--- config.mk ---
export PLATFORM = sky130hd
export DESIGN_NAME = mult_div_unit
export DESIGN_NICKNAME = d
export VERILOG_FILES = /design/src/rtl/mult_div_unit_pkg.sv /design/src/rtl/mult_div_unit.sv
export SDC_FILE = /design/constraint.sdc
export NUM_CORES = 1
export LEC_CHECK = 0
export CORE_MARGIN = 2
export CORE_UTILIZATION = 62
export CTS_CLUSTER_SIZE = 30
export DETAILED_ROUTE_END_ITERATION = 10
export HOLD_SLACK_MARGIN = 0.08
export PLACE_DENSITY = 0.9
export SLEW_MARGIN = 20
export SYNTH_ARGS = -nofsm -noshare
export SYNTH_HDL_FRONTEND = slang
export SYNTH_SLANG_ARGS = --single-unit
export TNS_END_PERCENT = 20
--- constraint.sdc ---
create_clock -name clk -period 17 [get_ports clk]
set_clock_uncertainty 0.05 [all_clocks]
set_input_delay 5.1 -clock clk [delete_from_list [all_inputs] [get_ports clk]]
set_output_delay 5.1 -clock clk [all_outputs]
set_load 0.1 [all_outputs]
--- src/rtl/mult_div_unit_pkg.sv ---
// Shared encodings and small helpers for the iterative multiply/divide unit.
package mult_div_unit_pkg;

  // MDOp encodings: bit 1 selects divide, bit 0 selects unsigned.
  typedef enum logic [1:0] {
    MD_MULT  = 2'b00,
    MD_MULTU = 2'b01,
    MD_DIV   = 2'b10,
    MD_DIVU  = 2'b11
  } md_op_e;

  // Sequencer states.
  typedef enum logic [1:0] {
    IDLE = 2'b00,
    CALC = 2'b01,
    FIX  = 2'b10
  } md_state_e;

  // Counter value during the final of the 32 radix-2 steps.
  localparam logic [4:0] MD_LAST_STEP = 5'd31;

  function automatic logic op_is_signed(input md_op_e op);
    return (op == MD_MULT) || (op == MD_DIV);
  endfunction

  function automatic logic op_is_div(input md_op_e op);
    return (op == MD_DIV) || (op == MD_DIVU);
  endfunction

  // Magnitude of v when treated as signed (sgn=1), otherwise v unchanged.
  function automatic logic [31:0] abs_if(input logic [31:0] v, input logic sgn);
    return (sgn && v[31]) ? (~v + 32'd1) : v;
  endfunction

endpackage

--- src/rtl/mult_div_unit.sv ---
// Iterative 32x32 multiply / 32/32 divide unit with HI/LO result registers.
// Operates on magnitudes for 32 radix-2 steps, then applies signs in FIX.
module mult_div_unit
  import mult_div_unit_pkg::*;
#(
  parameter logic [31:0] DIV0_LO = 32'hFFFFFFFF
) (
  input  logic        clk,
  input  logic        reset,
  input  logic        Start,
  input  logic [1:0]  MDOp,
  input  logic [31:0] in1,
  input  logic [31:0] in2,
  input  logic        HiWrite,
  input  logic        LoWrite,
  input  logic [31:0] WriteData,
  output logic        Busy,
  output logic        Done,
  output logic [31:0] Hi,
  output logic [31:0] Lo
);

  md_state_e   r_state;
  md_state_e   w_state_nxt;
  md_op_e      r_op;
  logic [4:0]  r_cnt;
  logic [63:0] r_work;
  logic [31:0] r_opb;
  logic        r_neg_lo;
  logic        r_neg_hi;
  logic        r_div0;
  logic [31:0] r_hi;
  logic [31:0] r_lo;
  logic        r_done;

  logic        w_launch;
  logic        w_step;
  logic        w_fix;
  logic        w_is_div;
  logic        w_in_signed;
  logic [32:0] w_add_a;
  logic [32:0] w_add_b;
  logic        w_add_cin;
  logic [32:0] w_add_sum;
  logic        w_add_co;
  logic [63:0] w_work_step;
  logic [63:0] w_prod;
  logic [31:0] w_res_hi;
  logic [31:0] w_res_lo;

  assign w_is_div    = op_is_div(r_op);
  assign w_in_signed = op_is_signed(md_op_e'(MDOp));

  // State register
  always_ff @(posedge clk or posedge reset) begin
    if (reset) begin
      r_state <= IDLE;
    end else begin
      r_state <= w_state_nxt;
    end
  end

  // Next-state logic
  always_comb begin
    w_state_nxt = r_state;
    unique case (r_state)
      IDLE:    if (Start) w_state_nxt = CALC;
      CALC:    if (r_cnt == MD_LAST_STEP) w_state_nxt = FIX;
      FIX:     w_state_nxt = IDLE;
      default: w_state_nxt = IDLE;
    endcase
  end

  // State-decoded outputs and datapath enables
  always_comb begin
    Busy     = (r_state != IDLE);
    w_launch = (r_state == IDLE) && Start;
    w_step   = (r_state == CALC);
    w_fix    = (r_state == FIX);
  end

  // Shared 33-bit adder: shift-add for multiply, trial subtract for divide.
  // Divide subtracts via ~B + 1; carry-out set means the trial did not borrow.
  always_comb begin
    if (w_is_div) begin
      w_add_a   = r_work[63:31];
      w_add_b   = ~{1'b0, r_opb};
      w_add_cin = 1'b1;
    end else begin
      w_add_a   = {1'b0, r_work[63:32]};
      w_add_b   = {1'b0, r_opb};
      w_add_cin = 1'b0;
    end
    {w_add_co, w_add_sum} = {1'b0, w_add_a} + {1'b0, w_add_b} + {33'd0, w_add_cin};
  end

  // One radix-2 step of the working register
  always_comb begin
    if (w_is_div) begin
      // Restoring divide: remainder in [63:32], quotient bits shift in at [0].
      w_work_step = w_add_co ? {w_add_sum[31:0], r_work[30:0], 1'b1}
                             : {r_work[62:0], 1'b0};
    end else begin
      // Shift-add multiply: multiplier consumed from [0], product grows from the top.
      w_work_step = r_work[0] ? {w_add_sum, r_work[31:1]}
                              : {1'b0, r_work[63:1]};
    end
  end

  // Sign correction and divide-by-zero override applied in FIX
  always_comb begin
    w_prod   = r_neg_lo ? (~r_work + 64'd1) : r_work;
    w_res_hi = w_prod[63:32];
    w_res_lo = w_prod[31:0];
    if (w_is_div) begin
      // With a zero divisor every trial succeeds, so [63:32] ends up as |in1|;
      // restoring the dividend sign returns in1 exactly.
      w_res_hi = r_neg_hi ? (~r_work[63:32] + 32'd1) : r_work[63:32];
      if (r_div0) begin
        w_res_lo = DIV0_LO;
      end else begin
        w_res_lo = r_neg_lo ? (~r_work[31:0] + 32'd1) : r_work[31:0];
      end
    end
  end

  // Operand latch, step counter and working register
  always_ff @(posedge clk or posedge reset) begin
    if (reset) begin
      r_op     <= MD_MULT;
      r_cnt    <= '0;
      r_work   <= '0;
      r_opb    <= '0;
      r_neg_lo <= 1'b0;
      r_neg_hi <= 1'b0;
      r_div0   <= 1'b0;
    end else if (w_launch) begin
      r_op     <= md_op_e'(MDOp);
      r_cnt    <= '0;
      r_work   <= {32'd0, abs_if(in1, w_in_signed)};
      r_opb    <= abs_if(in2, w_in_signed);
      r_neg_lo <= w_in_signed && (in1[31] ^ in2[31]);
      r_neg_hi <= w_in_signed && in1[31];
      r_div0   <= (in2 == '0);
    end else if (w_step) begin
      r_cnt    <= r_cnt + 5'd1;
      r_work   <= w_work_step;
    end else if (w_fix) begin
      r_cnt    <= '0;
    end
  end

  // HI/LO architectural registers and the Done pulse
  always_ff @(posedge clk or posedge reset) begin
    if (reset) begin
      r_hi   <= '0;
      r_lo   <= '0;
      r_done <= 1'b0;
    end else begin
      r_done <= w_fix;
      if (w_fix) begin
        r_hi <= w_res_hi;
        r_lo <= w_res_lo;
      end else if (r_state == IDLE) begin
        if (HiWrite) r_hi <= WriteData;
        if (LoWrite) r_lo <= WriteData;
      end
    end
  end

  assign Done = r_done;
  assign Hi   = r_hi;
  assign Lo   = r_lo;

endmodule

* Word-level counts from Yosys, hierarchy flattened
Cells that the tools add are included.
** Storage, ports and cells
- Register bits :: 173
- Output and inout port bits :: 66
- Word-level logic and storage cells :: 80
- Bits of input ports :: 103
** Operators by class
- Eq/ne operators :: 8
- Muxes and demuxes :: 28
- Bitwise gates (word level) :: 7
- $add $sub $neg :: 8
- Reductions and logical operators :: 18
** Operators by type and width (count)
- 2-to-1 mux 32 bit :: 13
- 2-to-1 mux 64 bit :: 6
- adder 32 x 1 -> 32 bit, second input constant :: 4
- inverter 32 bit :: 4
- 2-to-1 mux 33 bit :: 2
- adder 64 x 1 -> 64 bit, second input constant :: 1
- inverter 64 bit :: 1
- adder 33 x 33 -> 34 bit :: 1
- adder 34 x 1 -> 34 bit :: 1
- inverter 32 -> 33 bit :: 1
- logical NOT 32 bit :: 1
- 2-to-1 mux 5 bit :: 3
- nonzero test 2 bit :: 5
- equality test 2 bit, second input constant :: 4
- AND reduction 2 bit :: 3
- adder 5 x 1 -> 5 bit, second input constant :: 1
- equality test 5 bit, second input constant :: 1
- logical AND 1 bit :: 4
- logical NOT 2 bit :: 2
- 2-to-1 mux 2 bit :: 2
- one-hot mux 2 bit (2 select lines) :: 1
- nonzero test 3 bit :: 1
- equality test 2 x 1 -> 1 bit, second input constant :: 1
- logical OR 1 bit :: 2
- other kinds (4) :: 4

* Longest topological paths before layout
- Depth in word-level cells :: 9
- Gate-level depth with buffers :: 16
- Gate-level depth less buffers :: 11

* Least setup slack after synthesis
Ideal clock, no wire load.
- Path type :: input to register
- From :: input in1[5]
- To :: register r_work[30]
- Slack :: 9.723 ns
- Data arrival time :: 7.093 ns
- Cell stages on the path :: 7
- Cell sequence :: or4_1 -> nor4_2 -> nand4_1 -> or2_2 -> o41ai_1 -> xor2_1 -> o21ai_0
** On the way
- Cells in the longest elaborated chain, start to end :: 4
** Ends and longest elaborated chain
- from (decl) :: line mult_div_unit.sv:12 : input logic [31:0] in1,
- inverter 32 bit :: line mult_div_unit_pkg.sv:32 : return (sgn && v[31]) ? (~v + 32'd1) : v;
- adder 32 x 1 -> 32 bit :: line mult_div_unit_pkg.sv:32
- 2-to-1 mux 32 bit :: line mult_div_unit_pkg.sv:32
- 2-to-1 mux 64 bit :: line mult_div_unit.sv:137 : end else if (w_launch) begin
- to (signal assigned) :: line mult_div_unit.sv:140 : r_work <= {32'd0, abs_if(in1, w_in_signed)};
- to (signal assigned) :: line mult_div_unit.sv:147 : r_work <= w_work_step;
- to (decl) :: line mult_div_unit.sv:27 : logic [63:0] r_work;
Every way passes these cells.
A chain may end at the register's enable or synchronous reset.

* Final worst setup path
- From :: register r_state[0]
- To :: output Busy
** On the way
- Cells in the longest elaborated chain, start to end :: 1
** Ends and longest elaborated chain
- from (decl) :: line mult_div_unit.sv:23 : md_state_e r_state;
- from (signal assigned) :: line mult_div_unit.sv:59 : r_state <= w_state_nxt;
- nonzero test 2 bit :: line mult_div_unit.sv:76 : Busy = (r_state != IDLE);
- to (decl) :: line mult_div_unit.sv:17 : output logic Busy,
Every way passes these cells.

==> results.toml <==
[synthesis]
yosys_warnings = 0
mappedNetlistNets = 1794
synth.avg_cell_area_um2 = 8.138
synth-edff-count = 0
synthArstFlopShare_pct = 100.0
post_synth_top_flop = "sky130_fd_sc_hd__dfrtp_1"
ys_types = 71
synth.yosys.seq_area_share_pct = 32.00
syn_inst = 1653
postSynthRegisterBits = 172
synthesis.area_mm2 = 0.01345

[detailed_routing]
detail_routed_via_count_per_cell = 6.658
via_count = 13400
wl_cell_um = 20.30
drt_first_iter_violations = 1664
antenna_violating_nets_post_route = 0
finalWirelength_um = 40840
dr.pass1.iters = 8
remaining_drc_errors = 0

[finish]
final_layout_size_suffix_gt1_share_pct = 6.102
nNetsFinal = 1866
syn_to_final_growth_pct = 16.82
n_antenna_cell = 0
mostFrequentLayoutCells = "sky130_fd_sc_hd__nand2_1, sky130_fd_sc_hd__o21ai_0, sky130_fd_sc_hd__dfrtp_1"
layout_commonest_cell = "sky130_fd_sc_hd__nand2_1"

[setup_path]
worst_r2r_path_depth = 10
worst_path_largest_cell_delay_ns = 1.14
reg2reg_to = "r_work[37]"
worst_flop_to_flop_path_startpoint = "r_op[1]"
ff2ff_setup_slack_ns = 11.18
criticalPathCategory = "reg -> out"
cp_data_arrival_time_ns = 2.76
crit_slowest_cell = "sky130_fd_sc_hd__clkdlybuf4s50_1"
timing.critical_path.fanout_max = 16
worstPathCellList = "nor2_1 -> inv_1 -> clkdlybuf4s50_1"
critical_path.top_delay_family = "buffers and inverters"
timing.critical_path.to_type = "output pin"
cp.required_ns = 11.85
cp.buffers_inverters = 2
crit_path_start_kind = "flip-flop"

[die]
dieHeight_um = 151.3
die_x_um = 151.3
initial_core_util_pct = 63.59
die-area_mm2 = 0.02289
io-pin-count = 169
rows = 53
fp.coreArea_mm2 = 0.02115

[sta]
report.final.hold_viol_count = 0
layout_worst_path_cycle_share_pct = 46.53
slew-limit-headroom_pct = 31.85
fmax_ghz = 0.1264
finalSetupTns_ns = 0
final-setup-viol-count = 0
timing_worst_slew_pin_value_ns = 1.022
grt_setup_unrepaired = "no"
period_minus_slack_ns = 7.909
maxSlewViolCount = 0

[clocking]
clock-sinks = 172
clk_path_buf_depth = 2
clk_transition_reported_paths_ns = 0.07
tritoncts = "built"
cts_hold_repair.buffers = 0
cts_buffers = 17
cts.htree.levels = 4
clk_root_buffer_cell = "sky130_fd_sc_hd__clkbuf_16"
clkLatencyLatePin_ns = 0.44
cts_setup_buffers = 0
postcts_resize_cnt = 0

[placed_design]
placed_wire_length_estimate_after_detailed_placement_um = 30080
portBuffers = 168
place_congestion = 0.9677

[global_routing]
grt_overflow_total = 0
grt_util_all_layers_pct = 35.87
grt_antenna_before_repair = 0
number_of_global_route_vias_before_repair = 12330
grt_start_max_net_pins = 97
wire_length_of_the_first_global_routing_pass_um = 64620

[hold_path]
endpoint_with_the_worst_hold_slack = "Lo[25]"
worst_hold_path_type = "reg -> reg"
worst_hold_startpoint = "Lo[25]"
timing.hold.worst_path_depth = 1

[status]
run_status = "completed"

[job]
max-cap-violations = 0
==> metal layers <==
layer | vias to the layer above | GRT usage, % | part of all wire (%)
li1 | 6161 | - | -
met1 | 6308 | 49.31 | 41
met2 | 804 | 55.14 | 44
met3 | 123 | 7.199 | 11
met4 | 0 | 15.47 | 4.6
met5 | - | 0 | 0
==> per-stage QoR <==
step | std cells | worst slack [ns] | instance area (um^2) | util [%] | hold slack, ns
2_1_floorplan | 1653 | 7.190 | 13450 | - | 0.4189
3_5_place_dp | 1980 | 8.921 | 15120 | 71.49 | 0.4156
5_1_grt | 2012 | 9.045 | 15710 | 74.28 | 0.4587
3_3_place_gp | 1980 | 9.046 | 15120 | 71.49 | 0.4102
4_1_cts | 2011 | 9.173 | 15680 | 74.13 | 0.4320
6_report | 2012 | 9.091 | 15710 | 74.28 | 0.4272
==> final cells by class <==
type | instances | area (um^2)
fillers | 1590 | 5440
clock buffers | 18 | 429.2
inverters | 33 | 128.9
clock inverters | 13 | 130.1
flip-flops and latches | 172 | 4308
well taps | 275 | 344.1
repair buffers | 181 | 1799
multi-input cells | 1320 | 8574
==> kinds of logic (layout without fill, tap and decap cells) <==
group | Yosys count | after routing | share of synthesized area, %
adders and majority gates | 38 | 38 | 3.590
xor gates and xnor gates | 178 | 178 | 11.59
DFF | 172 | 172 | 32.00
and+or+nand+nor | 471 | 471 | 16.55
buffers and inverters | 161 | 245 | 4.586
muxes | 69 | 69 | 5.469
AOI/OAI and AO/OA | 564 | 564 | 26.22
==> synth_stat cells, types with 4 or more instances <==
cell type	number	area [um^2]
sky130_fd_sc_hd__o31a_1	5	43.79
sky130_fd_sc_hd__a32o_1	5	50.05
sky130_fd_sc_hd__a221oi_1	6	52.55
sky130_fd_sc_hd__o211ai_1	38	285.3
sky130_fd_sc_hd__ha_1	37	462.9
sky130_fd_sc_hd__o31ai_1	31	232.7
sky130_fd_sc_hd__a211oi_1	17	127.6
sky130_fd_sc_hd__mux2i_1	33	330.3
sky130_fd_sc_hd__buf_1	8	30.03
sky130_fd_sc_hd__xnor2_1	78	683.2
sky130_fd_sc_hd__o41ai_1	22	192.7
sky130_fd_sc_hd__o22ai_1	29	181.4
sky130_fd_sc_hd__o21bai_1	6	45.04
sky130_fd_sc_hd__a311oi_1	4	35.03
sky130_fd_sc_hd__nor4_1	11	68.82
sky130_fd_sc_hd__buf_2	7	35.03
sky130_fd_sc_hd__o21ai_0	197	986.0
sky130_fd_sc_hd__nand3_1	15	75.07
sky130_fd_sc_hd__and3_1	19	118.9
sky130_fd_sc_hd__o21ai_1	5	25.02
sky130_fd_sc_hd__a21oi_1	123	615.6
sky130_fd_sc_hd__and2_1	4	25.02
sky130_fd_sc_hd__mux2_2	36	405.4
sky130_fd_sc_hd__dfrtp_1	172	4304
sky130_fd_sc_hd__a21o_1	22	165.2
sky130_fd_sc_hd__nand4_1	7	43.79
sky130_fd_sc_hd__or4_1	11	82.58
sky130_fd_sc_hd__inv_1	30	112.6
sky130_fd_sc_hd__nor2b_1	9	56.30
sky130_fd_sc_hd__xor2_1	100	875.8
sky130_fd_sc_hd__nand3b_1	4	30.03
sky130_fd_sc_hd__nor3_1	40	200.2
sky130_fd_sc_hd__o311ai_0	5	43.79
sky130_fd_sc_hd__o21a_1	6	45.04
sky130_fd_sc_hd__o221ai_1	4	35.03
sky130_fd_sc_hd__nor2_1	90	337.8
sky130_fd_sc_hd__clkbuf_1	112	420.4
sky130_fd_sc_hd__nand2_1	202	758.2
sky130_fd_sc_hd__nand2b_1	15	93.84
sky130_fd_sc_hd__or3_1	29	181.4
sky130_fd_sc_hd__a31oi_1	12	75.07
sky130_fd_sc_hd__o41ai_2	5	81.33
==> flip-flops by register name (all words and copies together), names as in the netlist <==
register	flops
r_state	2
Hi	32
r_op	1
r_cnt	5
r_div0	1
Done	1
r_neg_hi	1
Lo	32
r_opb	32
r_work	64
r_neg_lo	1
==> worst max path at each step <==
stage,to,slack [ns],depth (start not counted),from
2_1_floorplan,Done,7.19,1,reset
3_3_place_gp,r_opb[30],9.05,9,in2[9]
3_5_place_dp,r_work[30],8.92,8,in1[5]
4_1_cts,Busy,9.17,3,r_state[0]
5_1_grt,Busy,9.05,3,r_state[0]
6_report,Busy,9.09,3,r_state[0]
Power is left out: the tool's default activity adds up to more than one toggle a clock period on the data nets, which glitch-free logic cannot reach.
